==> config.mk <==
export PLATFORM = sky130hd
export DESIGN_NAME = gate_sweep_ctrl
export DESIGN_NICKNAME = d
export VERILOG_FILES = /design/src/rtl/gate_sweep_ctrl.sv
export SDC_FILE = /design/constraint.sdc
export NUM_CORES = 1
export LEC_CHECK = 0
export BUFFER_PORTS_ARGS = -buffer_cell sky130_fd_sc_hd__buf_2
export CORE_MARGIN = 10
export CORE_UTILIZATION = 45
export CTS_BUF_LIST = sky130_fd_sc_hd__clkbuf_8
export DETAILED_ROUTE_END_ITERATION = 16
export PLACE_DENSITY = 0.7
export SYNTH_ARGS = -nofsm -noshare
export SYNTH_HDL_FRONTEND = slang
export SYNTH_SLANG_ARGS = --single-unit
==> constraint.sdc <==
create_clock -name clk -period 1.92 [get_ports clk]
set_input_delay 0.192 -clock clk [delete_from_list [all_inputs] [get_ports clk]]
set_output_delay 0.192 -clock clk [all_outputs]
set_load 0.01 [all_outputs]
==> src/rtl/gate_sweep_ctrl.sv <==
// Self-test sequencer for the 2-input gates block: sweeps all four (a,b) vectors,
// checks the seven gate outputs and reports pass/err_cnt/fail_mask. Optional GATE_SWEEP_LOOP_EN adds loop_en soak mode.
module gate_sweep_ctrl #(
  parameter int HOLD_CYC = 4,
  parameter int CNT_W    = 8
) (
  input  logic             clk,
  input  logic             reset,
  input  logic             start,
  input  logic             abort,
`ifdef GATE_SWEEP_LOOP_EN
  input  logic             loop_en,
`endif
  input  logic [6:0]       gate_y,
  output logic             gate_a,
  output logic             gate_b,
  output logic             busy,
  output logic             done,
  output logic             pass,
  output logic [CNT_W-1:0] err_cnt,
  output logic [6:0]       fail_mask
);

  localparam int HOLD_W = (HOLD_CYC > 1) ? $clog2(HOLD_CYC) : 1;

  typedef enum logic [1:0] {
    ST_IDLE  = 2'd0,
    ST_DRIVE = 2'd1,
    ST_CHECK = 2'd2,
    ST_FIN   = 2'd3
  } state_t;

  // Truth table of {INV,XNOR,XOR,NAND,NOR,OR,AND} for each {a,b} vector.
  function automatic logic [6:0] exp_y(input logic [1:0] v);
    logic [6:0] y;
    case (v)
      2'd0:    y = 7'h6C;
      2'd1:    y = 7'h5A;
      2'd2:    y = 7'h1A;
      2'd3:    y = 7'h23;
      default: y = 7'h23;
    endcase
    return y;
  endfunction

  state_t              state_r;
  logic [1:0]          vec_r;
  logic [HOLD_W-1:0]   hold_cnt_r;
  logic                gate_a_r;
  logic                gate_b_r;
  logic                busy_r;
  logic                done_r;
  logic                pass_r;
  logic [CNT_W-1:0]    err_cnt_r;
  logic [6:0]          fail_mask_r;

  logic [6:0]          diff_s;
  logic [1:0]          vec_nxt_s;
  logic                loop_s;

  assign diff_s    = gate_y ^ exp_y(vec_r);
  assign vec_nxt_s = vec_r + 2'd1;
`ifdef GATE_SWEEP_LOOP_EN
  assign loop_s    = loop_en;
`else
  assign loop_s    = 1'b0;
`endif

  // Sweep sequencer with all outputs registered.
  always_ff @(posedge clk or posedge reset) begin
    if (reset) begin
      state_r     <= ST_IDLE;
      vec_r       <= 2'd0;
      hold_cnt_r  <= {HOLD_W{1'b0}};
      gate_a_r    <= 1'b0;
      gate_b_r    <= 1'b0;
      busy_r      <= 1'b0;
      done_r      <= 1'b0;
      pass_r      <= 1'b0;
      err_cnt_r   <= {CNT_W{1'b0}};
      fail_mask_r <= 7'h00;
    end else begin
      done_r <= 1'b0;
      case (state_r)
        ST_IDLE: begin
          if (start && !abort) begin
            state_r     <= ST_DRIVE;
            vec_r       <= 2'd0;
            hold_cnt_r  <= {HOLD_W{1'b0}};
            gate_a_r    <= 1'b0;
            gate_b_r    <= 1'b0;
            busy_r      <= 1'b1;
            pass_r      <= 1'b0;
            err_cnt_r   <= {CNT_W{1'b0}};
            fail_mask_r <= 7'h00;
          end else begin
            state_r <= ST_IDLE;
          end
        end
        ST_DRIVE: begin
          if (abort) begin
            state_r  <= ST_IDLE;
            busy_r   <= 1'b0;
            pass_r   <= 1'b0;
            gate_a_r <= 1'b0;
            gate_b_r <= 1'b0;
          end else if (hold_cnt_r == HOLD_W'(HOLD_CYC - 1)) begin
            state_r    <= ST_CHECK;
            hold_cnt_r <= {HOLD_W{1'b0}};
          end else begin
            hold_cnt_r <= hold_cnt_r + HOLD_W'(1);
          end
        end
        ST_CHECK: begin
          if (abort) begin
            state_r  <= ST_IDLE;
            busy_r   <= 1'b0;
            pass_r   <= 1'b0;
            gate_a_r <= 1'b0;
            gate_b_r <= 1'b0;
          end else begin
            // err_cnt saturates; fail_mask accumulates only the bits that disagree.
            if (|diff_s) begin
              if (err_cnt_r != {CNT_W{1'b1}}) begin
                err_cnt_r <= err_cnt_r + CNT_W'(1);
              end else begin
                err_cnt_r <= err_cnt_r;
              end
              fail_mask_r <= fail_mask_r | diff_s;
            end else begin
              fail_mask_r <= fail_mask_r;
            end
            if (vec_r == 2'd3) begin
              state_r <= ST_FIN;
            end else begin
              state_r  <= ST_DRIVE;
              vec_r    <= vec_nxt_s;
              gate_a_r <= vec_nxt_s[1];
              gate_b_r <= vec_nxt_s[0];
            end
          end
        end
        ST_FIN: begin
          gate_a_r <= 1'b0;
          gate_b_r <= 1'b0;
          vec_r    <= 2'd0;
          if (abort) begin
            state_r <= ST_IDLE;
            busy_r  <= 1'b0;
            pass_r  <= 1'b0;
          end else begin
            done_r <= 1'b1;
            pass_r <= (err_cnt_r == {CNT_W{1'b0}});
            if (loop_s) begin
              state_r    <= ST_DRIVE;
              hold_cnt_r <= {HOLD_W{1'b0}};
            end else begin
              state_r <= ST_IDLE;
              busy_r  <= 1'b0;
            end
          end
        end
        default: begin
          state_r  <= ST_IDLE;
          busy_r   <= 1'b0;
          gate_a_r <= 1'b0;
          gate_b_r <= 1'b0;
        end
      endcase
    end
  end

  assign gate_a    = gate_a_r;
  assign gate_b    = gate_b_r;
  assign busy      = busy_r;
  assign done      = done_r;
  assign pass      = pass_r;
  assign err_cnt   = err_cnt_r;
  assign fail_mask = fail_mask_r;

endmodule

After elaboration in Yosys (flattened, before gate mapping):

Index checks and enable logic that the tools add are counted.

* register bits after elaboration: 26
* input port bits: 11
* output and inout bits: 20

* muxes and demuxes: 37
* bitwise operators: 2
* eq/ne operators: 18
* reductions and logical operators: 16
* add/subtract/negate cells: 3

Operator list (number)
* 8-bit two-way mux: 4
* 7-bit case mux with 4 select lines: 1
* 7-bit two-way mux: 3
* 2-bit two-way mux: 9
* 8-bit case mux with 2 select lines: 1
* 2-bit != test (second input constant): 7
* 7-bit case mux with 2 select lines: 1
* 1-bit two-way mux: 11
* 2-bit equality test (second input constant): 5
* 8-bit by 1-bit adder with 8-bit output (second input constant): 1
* 8-bit zero test: 1
* 8-bit != test (second input constant): 1
* 1-bit case mux with 4 select lines: 2
* 2-bit case mux with 4 select lines: 1
* 4-bit AND reduction: 2
* 7-bit bitwise OR: 1
* 7-bit OR reduction: 1
* 7-bit bitwise XOR: 1
* 3-bit != test (second input constant): 2
* 1-bit case mux with 3 select lines: 2
* 2-bit case mux with 3 select lines: 1
* 3-bit AND reduction: 2
* 5-bit AND reduction: 1
* 2-bit by 1-bit adder with 2-bit output (second input constant): 2
* 10 further kinds: 13

Depth between registers and ports, before layout:

Gate-level depths: netlist (run 1).

* depth in word-level cells: 7
* depth in mapped cells: 8
* mapped depth without buffers: 7

Least setup slack after synthesis (run 1):

OpenSTA, ideal clock, no wires.

* path kind: register to register
* from: reg vec_r[0]
* to: reg err_cnt_r[4] (netlist: err_cnt[4])
* arrival: 1812 ps
* slack: -29 ps
* path buffers: 0
* library setup time: 137 ps
* stages on the path, launching flop included: 8
* path through: dfrtp_1 > inv_1 > ha_1 > nor3b_1 > o22ai_2 > o31a_4 > a41oi_1 > a211oi_1

* longest elaborated chain between the ends: 6
* elaborated cells between the ends (all ways): 9
* classes of those cells: eq/ne: 4; mux: 1; bitwise: 1; reduce/logical: 3

RTL lines
* start: declaration: line 47 `logic [1:0] vec_r;`
* start signal: assignment: line 137 `vec_r <= vec_nxt_s;`
* 2-bit equality test (tied with other cells): line 36 `case (v)`
* 7-bit case mux with 4 select lines (*): line 36
* 7-bit bitwise XOR (*): line 61 `assign diff_s = gate_y ^ exp_y(vec_r);`
* 7-bit OR reduction (*): line 123 `if (|diff_s) begin`
* 2-bit != test (no source line) (*)
* 5-bit AND reduction (no source line) (*)
* end signal: assignment: line 80 `err_cnt_r <= {CNT_W{1'b0}};`
* end signal: assignment: line 125 `err_cnt_r <= err_cnt_r + CNT_W'(1);`
* end signal: assignment: line 127 `err_cnt_r <= err_cnt_r;`
* end: declaration: line 54 `logic [CNT_W-1:0] err_cnt_r;`

Mark *: on every way between the ends. The rest lies on a longest branch, timed or not.
A chain may end at the register's enable or synchronous reset.

Worst setup path after layout (run 1):

Ends and elaborated chain as after synthesis.

==> results of run 1 <==
layout by cell type (no fill, tap or decap), types with 2 or more instances in the layout:
cell | netlist | layout
a211oi_1 | 3 | 3
a21oi_1 | 8 | 8
a2bb2oi_1 | 2 | 2
and3_1 | 2 | 2
and3b_1 | 2 | 2
buf_2 | 1 | 30
buf_4 | 0 | 20
clkbuf_8 | 0 | 3
dfrtp_1 | 26 | 26
ha_1 | 13 | 10
ha_2 | 0 | 2
inv_1 | 12 | 8
inv_2 | 0 | 4
mux2i_1 | 2 | 2
nand2_1 | 11 | 11
nand3_1 | 6 | 5
nand4_1 | 3 | 3
nor2_1 | 15 | 13
nor2_2 | 0 | 2
nor2b_1 | 3 | 3
nor4_1 | 2 | 2
o21ai_0 | 9 | 9
o21ai_1 | 2 | 2
o31ai_1 | 4 | 3
xnor2_1 | 3 | 2
xnor2_2 | 1 | 2
xor2_1 | 3 | 2
timing repair:
item / CTS / global route
pin swaps: 2 / 7
hold buffers: 1 / 0
setup endpoints to repair: 6 / 9
setup buffers: 2 / 6
endpoints found under the hold margin: 26 / 0
resized for setup: 6 / 14
cell usage after synthesis (3+ instances only):
master	number
nor2b_1	3
nand2_1	11
ha_1	13
o31ai_1	4
o21ai_0	9
xor2_1	3
dfrtp_1	26
xnor2_1	3
nand4_1	3
nand3_1	6
a21oi_1	8
a211oi_1	3
inv_1	12
nor2_1	15
worst max-delay path, stage by stage (launching register included):
cell      delay [ns]
dfrtp_1         0.43
buf_4           0.16
ha_2            0.19
xnor2_2         0.16
nand3_2         0.14
o31a_4          0.42
a41oi_2         0.20
a211oi_1        0.06
cell type report:
type / count / area [µm²] / share of cell area [%]
Sequential cell: 26 / 651 / 31.2
Tap cell: 46 / 57.6 / 2.76
Clock buffer: 3 / 41.3 / 1.98
Timing Repair Buffer: 51 / 310 / 14.9
Inverter: 12 / 45.0 / 2.16
Multi-Input combinational cell: 118 / 948 / 45.5
Clock inverter: 1 / 30.0 / 1.44
per-layer routing:
metal / track usage, % / vias up
li1: - / 673
met1: 13.1 / 661
met2: 20.9 / 40
met3: 3.72 / 4
met4: 3.58 / 0
met5: 0 / -
worst max-delay path by stage:
stage              from         end
2_1_floorplan  vec_r[0]  err_cnt[4]
5_1_grt        vec_r[0]  err_cnt[2]
4_1_cts        vec_r[0]  err_cnt[0]
6_report       vec_r[0]  err_cnt[4]
3_3_place_gp   vec_r[0]  err_cnt[7]
3_5_place_dp   vec_r[0]  err_cnt[0]
stage by stage:
stage | setup WS [ns] | total power (µW) | utilization [%] | TNS (ns) | cells
global route | -0.0491 | 1380 | 62.4 | -0.233 | 257
CTS | 0.00634 | 1310 | 59.2 | 0 | 251
finish | 0.0283 | 1310 | 62.4 | 0 | 257
floorplan | 0.0192 | 762 | - | 0 | 160
detailed placement | -0.0407 | 853 | 55.5 | -0.149 | 244
global placement | 0.0263 | 845 | 55.5 | 0 | 244
sequential cells by signal, indices dropped and copies added (netlist names):
signal / cells
gate_a: 1
gate_b: 1
vec_r: 2
state_r: 2
fail_mask: 7
err_cnt: 8
busy: 1
pass: 1
done: 1
hold_cnt_r: 2
power by group:
part	switching, µW	leakage (µW)	total [µW]	internal, µW
Combinational	136	0.000610	248	112
Clock	168	0.0000357	447	279
Sequential	24.4	0.000349	613	589
Total	329	0.000995	1310	979
cell families after synthesis:
group | count (synthesis)
mux | 4
buf+inv | 16
simple gates | 52
xor+xnor | 7
fa+ha+maj | 13
compound gates | 42
flops | 26
==> flow_metrics.env, run 1 <==
export IMPL_dieArea_um2=6240
export IMPL_yosysSeqAreaShare_pct=41.6
export IMPL_maxSlewViolCount=0
export IMPL_finalHoldViolCount=0
export IMPL_min_from="abort"
export IMPL_clock_sinks=26
export IMPL_postLayoutCellArea_um2=2080
export IMPL_n_fill_cell=270
export IMPL_path_class="register to register"
export IMPL_synthSimpleGateAreaFrac_pct=16.9
export IMPL_synthXorXnorAreaFrac_pct=4.40
export IMPL_timing_rr_start="vec_r[0]"
export IMPL_hpwl_mm=2.86
export IMPL_gp_congestion=0.942
export IMPL_netlist_instances=160
export IMPL_nets=236
export IMPL_setup_viol=0
export IMPL_vias=1378
export IMPL_worstMarginPinSlew_ns=0.480
export IMPL_drc=0
export IMPL_rows=21
export IMPL_async_flop_share_pct=100
export IMPL_grt_pass1_vias=1429
export IMPL_grt_max_degree=27
export IMPL_crit_required_ns=2.06
export IMPL_cap_viol_max_count=0
export IMPL_final_layout_size_suffix_gt1_share_pct=38.4
export IMPL_leakage_uw=0.000995
export IMPL_synth_top_family_by_area="compound AO/OA/AOI/OAI gates"
export IMPL_p_per_area_nw_per_um2=628
export IMPL_ir_worst_vdd_mv=0.353
export IMPL_syn2layout_area_growth_pct=33.1
export IMPL_period_share_pct=98.5
export IMPL_r2r_end="err_cnt[4]"
export IMPL_min_to="state_r[1]"
export IMPL_synth_compound_area_share_pct=20.1
export IMPL_antenna_found_initial=0
export IMPL_rsz0062_at_grt="yes"
export IMPL_min_path_cells=2
export IMPL_syn_num_nets=184
export IMPL_synth_seq_cells=26
export IMPL_highest_layer="met4"
export IMPL_synth_top_area_share_pct=41.6
export IMPL_mappedNetlistArea_um2=1570
export IMPL_cp_arrival_ns=2.03
export IMPL_crit_path_max_fanout=5
export IMPL_synth_main_ff_cell="dfrtp_1"
export IMPL_min_period_ns=1.89
export IMPL_htree_levels=1
export IMPL_vias_per_cell=5.36
export IMPL_cp_start_kind="register"
export IMPL_r2r_cells=7
export IMPL_start_util_pct=46.9
export IMPL_wl_per_cell_um=14.6
export IMPL_status="finished clean"
export IMPL_synth_fa_ha_area_share_pct=10.4
export IMPL_yosys_top_cells_area="dfrtp_1 42%, ha_1 10%, nor2_1 3.6%"
export IMPL_root_buffer="clkbuf_8"
export IMPL_grt_pass1_wl_mm=6.24
export IMPL_fp_dieH_um=79.0
export IMPL_pin_count=31
export IMPL_clockBufferDepth=2
export IMPL_clock_skew_ns=0.00415
export IMPL_cts_made_buffers=3
export IMPL_yosysTopAreaCell="dfrtp_1"
export IMPL_antennaDiodeCount=0
export IMPL_crit_path_end_kind="register"
export IMPL_fp_dieW_um=79.0
export IMPL_grt_overflow_total=0
export IMPL_synth_mux_area_fraction_pct=2.72
export IMPL_grt_use_total_pct=11.8
export IMPL_drt_iter0_markers=96
export IMPL_synthDistinctLibCells=46
export IMPL_hp_class="primary input to register"
export IMPL_drt_first_pass_iters=4
export IMPL_cts_tree="yes"
export IMPL_wl_met3_um=246
export IMPL_clk_pin_slew_ns=0.09
export IMPL_io_buffers=30
export IMPL_whs_ns=0.268
export IMPL_dr_wl_met2_mm=1.88
export IMPL_postRouteAntennaNets=0
export IMPL_wl_met1_mm=1.60
export IMPL_synth_edff_count=0
export IMPL_maxSlewHeadroom_pct=67.6
export IMPL_avgSynthCellArea_um2=9.78
export IMPL_r2r_slack_ns=0.03
export IMPL_clkLatencyLatePin_ns=0.26
export IMPL_yosys_warnings=0
export IMPL_drt_wl_total_mm=3.76
export IMPL_place_area_um2=1850
export IMPL_core_area_um2=3340
export IMPL_fmax_mhz=529
(Power assumes the default switching activity.)
==> run 2, diff against run 1 <==
BUFFER_PORTS_ARGS = default   (was -buffer_cell sky130_fd_sc_hd__buf_2)
DONT_BUFFER_PORTS = 1   (was default)
PLACE_DENSITY = default   (was 0.7)
==> flow_metrics.env, run 2 (synthesis gave the netlist of run 1 again) <==
export IMPL_status="finished clean"
export IMPL_switchingPower_uw=323
export IMPL_pin_count=31
export IMPL_combPwrFrac_pct=15.6
export IMPL_cp_start_kind="register"
export IMPL_cts_tree="yes"
export IMPL_grt_pass1_vias=1264
export IMPL_start_util_pct=46.9
export IMPL_nets=213
export IMPL_rows=21
export IMPL_rsz0062_at_grt="yes"
export IMPL_clock_skew_ns=0.00240
export IMPL_cp_slowest_cell="dfrtp_1"
export IMPL_postLayoutCellArea_um2=2000
export IMPL_dieArea_um2=6240
export IMPL_htree_levels=1
export IMPL_clk_pin_slew_ns=0.09
export IMPL_power_internal_uw=859
export IMPL_grt_max_degree=16
export IMPL_vias=1284
export IMPL_fp_dieW_um=79.0
export IMPL_critPathMaxStageDelay_ns=0.40
export IMPL_largest_reg_flops=8
export IMPL_finalHoldViolCount=0
export IMPL_crit_path_max_fanout=6
export IMPL_p_clk_share_pct=30.6
export IMPL_cp_top_family="compound AO/OA/AOI/OAI gates"
export IMPL_switching_share_pct=27.3
export IMPL_clockBufferDepth=2
export IMPL_vias_per_cell=5.49
export IMPL_crit_required_ns=2.09
export IMPL_fmax_mhz=542
export IMPL_worstMarginPinSlew_ns=0.606
export IMPL_root_buffer="clkbuf_8"
export IMPL_dp_worst_setup_slack_ns=-0.0325
export IMPL_setup_viol=0
export IMPL_ir_worst_vdd_mv=0.358
export IMPL_path_cells="inv_2 > ha_4 > and3b_2 > o22ai_4 > o31ai_4 > nor3_2 > mux2_2"
export IMPL_place_area_um2=1750
export IMPL_p_per_area_nw_per_um2=592
export IMPL_cap_viol_max_count=0
export IMPL_syn2layout_area_growth_pct=27.6
export IMPL_cp_arrival_ns=2.01
export IMPL_postRouteAntennaNets=0
export IMPL_io_buffers=0
export IMPL_antenna_found_initial=0
export IMPL_n_fill_cell=295
export IMPL_path_class="register to register"
export IMPL_grt_pass1_wl_mm=6.20
export IMPL_cts_made_buffers=3
export IMPL_core_area_um2=3340
export IMPL_timing_final_ws_setup_ns=0.0738
export IMPL_drt_first_pass_iters=4
export IMPL_final_common_cell="dfrtp_1"
export IMPL_drt_iter0_markers=89
export IMPL_hp_class="primary input to register"
export IMPL_most_common_layout_cells="26 x dfrtp_1, 25 x buf_4, 12 x nor2_1"
export IMPL_final_layout_size_suffix_gt1_share_pct=30.3
export IMPL_drt_wl_total_mm=3.73
export IMPL_fp_dieH_um=79.0
export IMPL_leakage_uw=0.000865
export IMPL_maxSlewHeadroom_pct=59.6
export IMPL_grt_overflow_total=0
export IMPL_clkLatencyLatePin_ns=0.27
export IMPL_cp_num_buf_inv=1
export IMPL_antennaDiodeCount=0
export IMPL_maxSlewViolCount=0
export IMPL_period_share_pct=96.2
export IMPL_drc=0
export IMPL_wl_per_cell_um=15.9
export IMPL_hpwl_mm=2.91
export IMPL_min_period_ns=1.85
export IMPL_clock_sinks=26
export IMPL_power_frac_seq_pct=53.8
export IMPL_grt_use_total_pct=12.2
export IMPL_gp_congestion=0.855
export IMPL_crit_path_end_kind="register"
-- run 2: layer usage --
metal | wire length, µm | GRT usage [%]
met1 | 1610 | 15.0
met2 | 1690 | 18.6
met3 | 373 | 5.18
met4 | 51 | 4.48
met5 | 0 | 0
-- run 2: path summary, 6_finish.rpt --
check,slack (ns),startpoint,end,cells past startpoint
worst max register to register,0.07,vec_r[1],err_cnt[0],7
worst min register to register,0.50,hold_cnt_r[0],hold_cnt_r[0],1
worst min-delay path,0.02,abort,gate_b,1
worst max-delay path,0.07,vec_r[1],err_cnt[0],7
min in group asynchronous,0.42,reset,state_r[0],2
max in group asynchronous,0.90,reset,fail_mask[6],3
-- run 2: cell type report --
class	count	area, µm²	area share [%]
multi-input cells	118	971	48.6
repair buffers	28	218	10.9
clock buffers	4	55.1	2.76
well taps	46	57.6	2.88
inverters	12	45.0	2.26
flip-flops and latches	26	651	32.6
-- run 2: power by group through the flow --
stage                     combinational [µW]  sequential, µW  clock, µW
after floorplan                          125             637          0
after global placement                   154             648          0
after detailed placement                 159             647          0
after CTS                                164             637        368
after global routing                     207             644        402
final                                    185             636        362
-- run 2: per-stage QoR --
| stage | util [%] | TNS, ns | instances | hold slack, ns | power [µW] |
|---|---|---|---|---|---|
| 6_report | 59.8 | 0 | 234 | 0.0201 | 1180 |
| 5_1_grt | 59.8 | -0.0467 | 234 | 0.00767 | 1250 |
| 3_5_place_dp | 52.6 | -0.0781 | 221 | 0.182 | 806 |
| 2_1_floorplan | - | 0 | 160 | 0.232 | 762 |
| 3_3_place_gp | 52.6 | 0 | 221 | 0.194 | 802 |
| 4_1_cts | 55.9 | 0 | 229 | 0.00592 | 1170 |
-- run 2: timing repair --
item                                    CTS  global route
gates cloned                              0             0
endpoints found under the setup margin    5            14
pin swaps                                 0             9
gates resized for setup                   3            20
hold endpoints to repair                 17             1
hold buffers                              2             1
buffers inserted                          2             4
